<file path="src/rtl/md_seq_ctrl.sv">
// md_seq_ctrl: RV32M multiply/divide sequencer for the EX stage.
// Radix-2 shift-add multiply and restoring divide, one bit per cycle.
// Divide-by-zero and signed overflow are resolved without iterating.
// Optional build macro MD_FAST_MUL_EN: multiplies finish in a single cycle,
// computed in IDLE; divides still iterate.
module md_seq_ctrl #(
  parameter int XLEN = 32
) (
  input  logic            i_clk,
  input  logic            i_rst,
  input  logic            i_start,
  input  logic [2:0]      i_f3,
  input  logic [XLEN-1:0] i_rs1,
  input  logic [XLEN-1:0] i_rs2,
  input  logic            i_flush,
  output logic            o_busy,
  output logic            o_stall,
  output logic            o_valid,
  output logic [XLEN-1:0] o_result
);

  localparam int CW = $clog2(XLEN) + 1;
  localparam logic [CW-1:0]   CNT_INIT = CW'(XLEN);
  localparam logic [CW-1:0]   CNT_LAST = CW'(1);
  localparam logic [XLEN-1:0] MIN_NEG  = {1'b1, {(XLEN-1){1'b0}}};

  typedef enum logic [1:0] {
    S_IDLE = 2'd0,
    S_CALC = 2'd1,
    S_FIX  = 2'd2,
    S_DONE = 2'd3
  } state_t;

  state_t r_state;
  state_t w_state_next;

  logic [2:0]        r_f3;
  logic [CW-1:0]     r_cnt;
  // Multiply: {partial product high, multiplier shifting out}.
  // Divide:   {partial remainder, dividend shifting out / quotient shifting in}.
  logic [2*XLEN-1:0] r_acc;
  // Multiplicand for multiply, divisor for divide (magnitude).
  logic [XLEN-1:0]   r_b;
  logic              r_neg;
  logic [XLEN-1:0]   r_result;

  logic              w_a_signed;
  logic              w_b_signed;
  logic              w_a_neg;
  logic              w_b_neg;
  logic [XLEN-1:0]   w_a_abs;
  logic [XLEN-1:0]   w_b_abs;
  logic              w_neg_flag;
  logic              w_div_zero;
  logic              w_div_ovf;
  logic              w_special;
  logic [XLEN-1:0]   w_special_result;
  logic              w_fast_hit;
  logic [XLEN-1:0]   w_fast_result;
  logic              w_accept;

  logic [XLEN:0]     w_mul_sum;
  logic [2*XLEN-1:0] w_mul_step;
  logic [XLEN:0]     w_trial;
  logic [2*XLEN-1:0] w_div_step;
  logic [2*XLEN-1:0] w_mul_full;
  logic [XLEN-1:0]   w_quo;
  logic [XLEN-1:0]   w_rem;
  logic [XLEN-1:0]   w_fix_result;

  assign w_accept = i_start & ~i_flush;

  // Operand decode for the incoming request: signedness, magnitudes, special cases.
  always_comb begin
    w_a_signed = 1'b1;
    w_b_signed = 1'b1;
    case (i_f3)
      3'b010:  w_b_signed = 1'b0;                              // MULHSU
      3'b011, 3'b101, 3'b111: begin                            // MULHU, DIVU, REMU
        w_a_signed = 1'b0;
        w_b_signed = 1'b0;
      end
      default: begin
        w_a_signed = 1'b1;
        w_b_signed = 1'b1;
      end
    endcase
    w_a_neg = w_a_signed & i_rs1[XLEN-1];
    w_b_neg = w_b_signed & i_rs2[XLEN-1];
    w_a_abs = w_a_neg ? -i_rs1 : i_rs1;
    w_b_abs = w_b_neg ? -i_rs2 : i_rs2;
    // Remainder takes the dividend's sign; everything else the XOR of signs.
    w_neg_flag = (i_f3[2] & i_f3[1]) ? w_a_neg : (w_a_neg ^ w_b_neg);
    w_div_zero = i_f3[2] & (i_rs2 == '0);
    w_div_ovf  = i_f3[2] & ~i_f3[0] & (i_rs1 == MIN_NEG) & (i_rs2 == '1);
    w_special  = w_div_zero | w_div_ovf;
    if (w_div_zero) begin
      w_special_result = i_f3[1] ? i_rs1 : '1;
    end else begin
      w_special_result = i_f3[1] ? '0 : MIN_NEG;
    end
  end

`ifdef MD_FAST_MUL_EN
  logic [XLEN:0]     w_fa;
  logic [XLEN:0]     w_fb;
  logic [2*XLEN-1:0] w_fa_ext;
  logic [2*XLEN-1:0] w_fb_ext;
  logic [2*XLEN-1:0] w_fprod;

  // Single-cycle multiply on (XLEN+1)-bit sign-extended operands; low 2*XLEN bits are exact.
  always_comb begin
    w_fa          = {w_a_signed & i_rs1[XLEN-1], i_rs1};
    w_fb          = {w_b_signed & i_rs2[XLEN-1], i_rs2};
    w_fa_ext      = {{(XLEN-1){w_fa[XLEN]}}, w_fa};
    w_fb_ext      = {{(XLEN-1){w_fb[XLEN]}}, w_fb};
    w_fprod       = w_fa_ext * w_fb_ext;
    w_fast_hit    = ~i_f3[2];
    w_fast_result = (i_f3[1:0] == 2'b00) ? w_fprod[XLEN-1:0] : w_fprod[2*XLEN-1:XLEN];
  end
`else
  assign w_fast_hit    = 1'b0;
  assign w_fast_result = '0;
`endif

  // One iteration step for each algorithm plus the final sign fix/select.
  always_comb begin
    w_mul_sum  = {1'b0, r_acc[2*XLEN-1:XLEN]} + {1'b0, r_b};
    w_mul_step = r_acc[0] ? {w_mul_sum, r_acc[XLEN-1:1]} : {1'b0, r_acc[2*XLEN-1:1]};
    // Trial subtract of the divisor from {remainder, next dividend bit}.
    w_trial    = {r_acc[2*XLEN-1:XLEN], r_acc[XLEN-1]} - {1'b0, r_b};
    w_div_step = w_trial[XLEN] ? {r_acc[2*XLEN-2:0], 1'b0}
                               : {w_trial[XLEN-1:0], r_acc[XLEN-2:0], 1'b1};
    w_mul_full = r_neg ? -r_acc : r_acc;
    w_quo      = r_neg ? -r_acc[XLEN-1:0] : r_acc[XLEN-1:0];
    w_rem      = r_neg ? -r_acc[2*XLEN-1:XLEN] : r_acc[2*XLEN-1:XLEN];
    if (r_f3[2]) begin
      w_fix_result = r_f3[1] ? w_rem : w_quo;
    end else if (r_f3[1:0] == 2'b00) begin
      w_fix_result = w_mul_full[XLEN-1:0];
    end else begin
      w_fix_result = w_mul_full[2*XLEN-1:XLEN];
    end
  end

  // State register; reset overrides everything.
  always_ff @(posedge i_clk) begin
    if (i_rst) begin
      r_state <= S_IDLE;
    end else begin
      r_state <= w_state_next;
    end
  end

  // Next-state and handshake outputs.
  always_comb begin
    w_state_next = r_state;
    o_busy       = (r_state != S_IDLE);
    o_stall      = 1'b0;
    o_valid      = 1'b0;
    case (r_state)
      S_IDLE: begin
        o_stall = w_accept;
        if (w_accept) begin
          w_state_next = (w_special | w_fast_hit) ? S_DONE : S_CALC;
        end
      end
      S_CALC: begin
        o_stall = 1'b1;
        if (i_flush) begin
          w_state_next = S_IDLE;
        end else if (r_cnt == CNT_LAST) begin
          w_state_next = S_FIX;
        end
      end
      S_FIX: begin
        o_stall      = 1'b1;
        w_state_next = i_flush ? S_IDLE : S_DONE;
      end
      S_DONE: begin
        o_valid      = ~i_flush;
        w_state_next = S_IDLE;
      end
      default: w_state_next = S_IDLE;
    endcase
  end

  // Datapath: latch operands, iterate, and register the result before DONE.
  always_ff @(posedge i_clk) begin
    if (i_rst) begin
      r_f3     <= '0;
      r_cnt    <= '0;
      r_acc    <= '0;
      r_b      <= '0;
      r_neg    <= 1'b0;
      r_result <= '0;
    end else begin
      case (r_state)
        S_IDLE: begin
          if (w_accept) begin
            r_f3  <= i_f3;
            r_neg <= w_neg_flag;
            r_b   <= i_f3[2] ? w_b_abs : w_a_abs;
            r_acc <= {{XLEN{1'b0}}, (i_f3[2] ? w_a_abs : w_b_abs)};
            if (w_special) begin
              r_result <= w_special_result;
            end else if (w_fast_hit) begin
              r_result <= w_fast_result;
            end else begin
              r_cnt <= CNT_INIT;
            end
          end
        end
        S_CALC: begin
          if (i_flush) begin
            r_cnt <= '0;
          end else begin
            r_cnt <= r_cnt - CNT_LAST;
            r_acc <= r_f3[2] ? w_div_step : w_mul_step;
          end
        end
        S_FIX: begin
          if (!i_flush) begin
            r_result <= w_fix_result;
          end
        end
        default: begin
        end
      endcase
    end
  end

  assign o_result = r_result;

endmodule

</file>
<file path="config.mk">
export PLATFORM = sky130hd
export DESIGN_NAME = md_seq_ctrl
export DESIGN_NICKNAME = d
export VERILOG_FILES = /design/src/rtl/md_seq_ctrl.sv
export SDC_FILE = /design/constraint.sdc
export NUM_CORES = 1
export LEC_CHECK = 0
export BUFFER_PORTS_ARGS = -buffer_cell sky130_fd_sc_hd__buf_4
export CAP_MARGIN = 40
export CORE_ASPECT_RATIO = 0.9
export CORE_MARGIN = 5
export CORE_UTILIZATION = 60
export DETAILED_ROUTE_END_ITERATION = 6
export GPL_ROUTABILITY_DRIVEN = 0
export MAX_ROUTING_LAYER = met4
export PLACE_DENSITY = 0.79
export SLEW_MARGIN = 10
export SYNTH_ARGS = -nofsm -noshare
export SYNTH_HDL_FRONTEND = slang
export SYNTH_SLANG_ARGS = --single-unit
</file>
<file path="constraint.sdc">
create_clock -name i_clk -period 3.9 [get_ports i_clk]
set_input_delay 0.585 -clock i_clk [delete_from_list [all_inputs] [get_ports i_clk]]
set_output_delay 0.585 -clock i_clk [all_outputs]
set_load 0.01 [all_outputs]
</file>
# Word level (Yosys, flattened, before mapping)
# Index checks and enable logic that the tools add are counted.
# totals
ff_bits	140
inputBits	71
elab_cells	95
# op_classes
n_addsub	8
n_eq_ne	16
mux	38
bitwise_logic	12
reduce_logical	14
# op_table
op	count
2-to-1 mux 32 bit	15
2-to-1 mux 64 bit	6
negator 32 bit	4
case mux 64 bit (2 select lines)	1
== test 32 bit (second input constant)	2
negator 64 bit	1
case mux 32 bit (2 select lines)	1
adder 32 x 32 -> 33 bit	1
subtractor 33 x 32 -> 33 bit	1
logical NOT 32 bit	1
2-to-1 mux 6 bit	3
case mux 6 bit (2 select lines)	1
2-to-1 mux 2 bit	5
!= test 2 bit (second input constant)	5
bitwise AND 1 bit	8
case mux 2 bit (4 select lines)	1
== test 3 x 2 -> 1 bit (second input constant)	2
== test 3 bit (second input constant)	2
== test 6 x 1 -> 1 bit (second input constant)	1
AND reduction 3 bit	2
nonzero test 2 bit	3
subtractor 6 x 1 -> 6 bit (second input constant)	1
== test 2 bit (second input constant)	2
logical NOT 2 bit	2
12 further kinds	17

# Depth between registers and ports, before layout
# depth
word_depth	8
mapped_depth	15

# Least setup slack after synthesis
# No wires, ideal clock.
# synth_timing
kind	flip-flop to flip-flop
from	register r_acc[32]
to	register r_acc[40]
arrival_ns	3.168
t_required_ns	3.762
setup_slack_ns	0.594
path_stages_with_launch	14
path_buffers	3
synth_period_minus_slack_ns	3.306
cell_sequence	dfxtp_1 > clkbuf_1 > inv_1 > fa_1 > nor2b_1 > o31a_1 > o21ai_0 > o21ai_0 > a21oi_1 > xnor2_1 > clkbuf_1 > buf_1 > mux2i_1 > o221ai_1
# synth_via
elab_chain_cells	5
elab_cells_between_ends	7
classes_between	add/sub: 2; mux: 5
# synth_lines
element	line_no	source
start: declaration	41	logic [2*XLEN-1:0] r_acc;
start signal: assignment	204	r_acc <= {{XLEN{1'b0}}, (i_f3[2] ? w_a_abs : w_b_abs)};
start signal: assignment	219	r_acc <= r_f3[2] ? w_div_step : w_mul_step;
subtractor 33 x 32 -> 33 bit / adder 32 x 32 -> 33 bit (equally long branches)	131, 128	
2-to-1 mux 64 bit (on tied branches)	132, 129	
2-to-1 mux 64 bit *	219	
2-to-1 mux 64 bit *	215	if (i_flush) begin
case mux 64 bit (2 select lines) *	198	case (r_state)
# Mark *: on every way between the ends. The rest lies on a longest branch, timed or not. The select of a mux whose other input is x is not followed.
# A chain may end at the register's enable or synchronous reset.

# Worst setup path in the final report
# layout_timing
from	register r_acc[33]
to	register r_acc[55]
# The elaborated chain is that of the path after synthesis.

==> impl_metrics.py <==
metrics = {
    "critical_path": {
        "slowest_stage": "o21ai_0",
        "crit_path_end_kind": "flop",
        "path_common_cell": "o21ai_0",
        "critPathMaxFanout": 40,
        "path_cells": "ha_1 > nor2b_1 > o31a_1 > o21ai_0 > o21ai_0 > a21oi_1 > xnor2_2 > buf_12 > mux2i_1 > a211oi_1 > o221a_2",
        "cp_data_required_time_ns": 4.22,
        "crit_arrival_ns": 4.06,
        "critPathKind": "reg -> reg",
        "startpoint_type": "flop",
        "max_stage_delay_ns": 0.62,
    },
    "sta": {
        "slew-limit-headroom": 0.372,
        "hold_slack_ns": 0.449,
        "min_period_over_period": 0.960,
        "worst_pin_slew_ns": 0.940,
        "setup_tns_ns": 0,
        "hold_violations": 0,
        "finClkSkew_ns": 0.0136,
        "max_freq_mhz": 267,
        "setup_viol": 0,
        "grt_setup_unrepaired": "no",
        "drv_slew": 0,
        "timing.final.crit_period_ns": 3.74,
    },
    "clock_network": {
        "h-tree-depth": 4,
        "postCtsSetupBuffers": 0,
        "cts.sinks": 140,
        "cts-buffers-inserted": 17,
        "root_buffer": "clkbuf_16",
        "clk_latency_ns": 0.44,
        "clockBufferDepth": 2,
        "clk_pin_slew_worst_paths_ns": 0.07,
        "post_cts_resized": 0,
        "cts_tree": "done",
        "cts_hold_buffers": 0,
    },
    "logic_synthesis": {
        "synth_most_common_cell": "nand2_1",
        "synth_enable_flop_cells": 0,
        "syn-num-nets": 2348,
        "synth_ff_type": "dfxtp_1",
        "async_flop_share": 0,
        "ys_seq_area_frac": 0.182,
        "ys_seq_elements": 140,
        "yosys_warnings": 0,
        "netlist_instances": 2199,
        "syn_area_per_cell_um2": 7.00,
        "synth_top_cell_area_share": 0.182,
        "synth_common_cells": "nand2_1, nor2_1, a21oi_1",
        "synth_cell_types": 89,
        "synth_area_um2": 15400,
        "yosysTopAreaCell": "dfxtp_1",
        "netlist_top_cells_area": "dfxtp_1, a21oi_1, ha_1",
    },
    "detailed_routing": {
        "drc": 1,
        "vias": 17885,
        "drt-vias-per-instance": 6.97,
        "drtAntennaViolNets": 0,
        "initialDrtViolationCount": 3190,
        "wl_um": 58700,
        "post_drt_wl_per_cell_um": 22.9,
        "first_pass_iters": 7,
    },
    "finish": {
        "drive_gt1_frac": 0.114,
        "syn2layout_area_growth_pct": 10.6,
        "fin_cells": 2566,
        "layout.nets": 2359,
    },
    "global_route": {
        "grt_max_degree": 64,
        "grt_pass1_wl_um": 89600,
        "grt_pass1_vias": 16008,
        "antenna_found_initial": 1,
        "grt_util_all_layers": 0.399,
        "grt.overflow.total": 0,
    },
    "floorplan": {
        "io_pins": 106,
        "die_w_um": 179,
        "fp-row-count": 55,
        "initial_core_util": 0.611,
        "die_height_um": 162,
        "die_area_um2": 29000,
        "coreArea_um2": 25200,
    },
    "pwr": {
        "power_density_nw_per_um2": 426,
        "irDropWorstVdd_uv": 273,
        "report.power.total_mw": 7.25,
        "leakagePower_nw": 6.71,
    },
    "place": {
        "place_inst": 2533,
        "dp_hpwl_um": 44800,
        "portBuffers": 105,
    },
    "status": {
        "violations": "DRC",
        "run_status": "finished with violations",
    },
    "run": {
        "max-cap-violations": 0,
    },
    "min_path": {
        "hp-class": "reg -> reg",
    },
}
==> stage by stage <==
stage	utilization	cell area (um2)	worst slack [ns]
global placement	0.653	16400	0.490
finish	0.676	17000	0.156
floorplan	-	15400	0.594
global route	0.676	17000	0.0483
CTS	0.676	17000	0.285
detailed placement	0.654	16500	0.273
==> layer usage <==
layer / up-vias / track usage / wire, um
met5: - / - / 0
met4: 0 / 0.168 / 3200
met3: 263 / 0.115 / 8600
met2: 1362 / 0.563 / 24500
met1: 8227 / 0.532 / 22400
li1: 8033 / - / -
==> placed cells by master (no fill, tap or decap), drive strengths merged, types with 9 or more instances in the layout <==
cell / synthesis / final
o31ai: 27 / 27
a21o: 28 / 28
o21a: 15 / 15
and2: 21 / 21
or2: 11 / 11
nand4: 25 / 25
ha: 76 / 76
mux2: 15 / 15
buf: 21 / 168
a22o: 12 / 12
a211oi: 63 / 63
or4: 19 / 19
a31oi: 28 / 28
dfxtp: 140 / 140
nand2b: 13 / 13
clkbuf: 155 / 18
o211ai: 26 / 26
nand3: 48 / 48
inv: 65 / 71
and3: 12 / 12
xnor2: 107 / 107
nor2b: 15 / 15
mux2i: 84 / 84
o41ai: 9 / 9
or3: 20 / 20
nor3: 56 / 56
a21oi: 191 / 191
nor4: 19 / 19
a211o: 12 / 12
nand2: 251 / 251
xor2: 73 / 73
a221oi: 11 / 11
o21ai: 189 / 189
nor2: 209 / 209
==> power by group <==
group          internal, mW  leakage, nW  total (mW)  switching, mW
logic                  1.38         5.31        3.79           2.41
clock network         0.889        0.261        1.62          0.732
registers              1.58         1.14        1.83          0.258
==> final timing paths <==
check / endpoint / cells after the start / slack, ns / from
setup / recovery: r_acc[55] / 11 / 0.16 / r_acc[33]
hold / removal: o_result[27] / 2 / 0.45 / o_result[27]
setup reg to reg: r_acc[55] / 11 / 0.16 / r_acc[33]
hold reg to reg: o_result[27] / 2 / 0.45 / o_result[27]
==> sequential cells by signal, indices dropped and copies added, names as in the netlist <==
| register | cells |
|---|---|
| o_result | 32 |
| r_acc | 64 |
| r_b | 32 |
| r_cnt | 6 |
| r_f3 | 3 |
| r_neg | 1 |
| r_state | 2 |
==> critical path: cells and delay by family (launching register included) <==
kind                     cells  cell delay (ns)
XOR/XNOR                     1             0.17
adder cells (fa/ha/maj)      1             0.34
multiplexers                 1             0.22
flip-flops                   1             0.53
buffers and inverters        1             0.28
AO/OA/AOI/OAI                6             1.88
AND/OR/NAND/NOR              1             0.17
==> cell type report <==
type	count	area, um2
diodes	1	2.50
clock buffers	18	429
clock inverters	14	134
fillers	2235	8160
inverters	70	263
multi-input cells	1813	11700
flip-flops and latches	140	2810
well taps	342	428
repair buffers	168	1290
==> kinds of logic after synthesis <==
| family | Yosys count | share of synthesized area |
|---|---|---|
| adder cells (fa/ha/maj) | 78 | 0.0644 |
| AO/OA/AOI/OAI | 709 | 0.296 |
| multiplexers | 99 | 0.0656 |
| XOR/XNOR | 180 | 0.102 |
| AND/OR/NAND/NOR | 747 | 0.228 |
| buffers and inverters | 246 | 0.0616 |
| flip-flops | 140 | 0.182 |
Note: power is estimated with default switching activity, not from simulation.
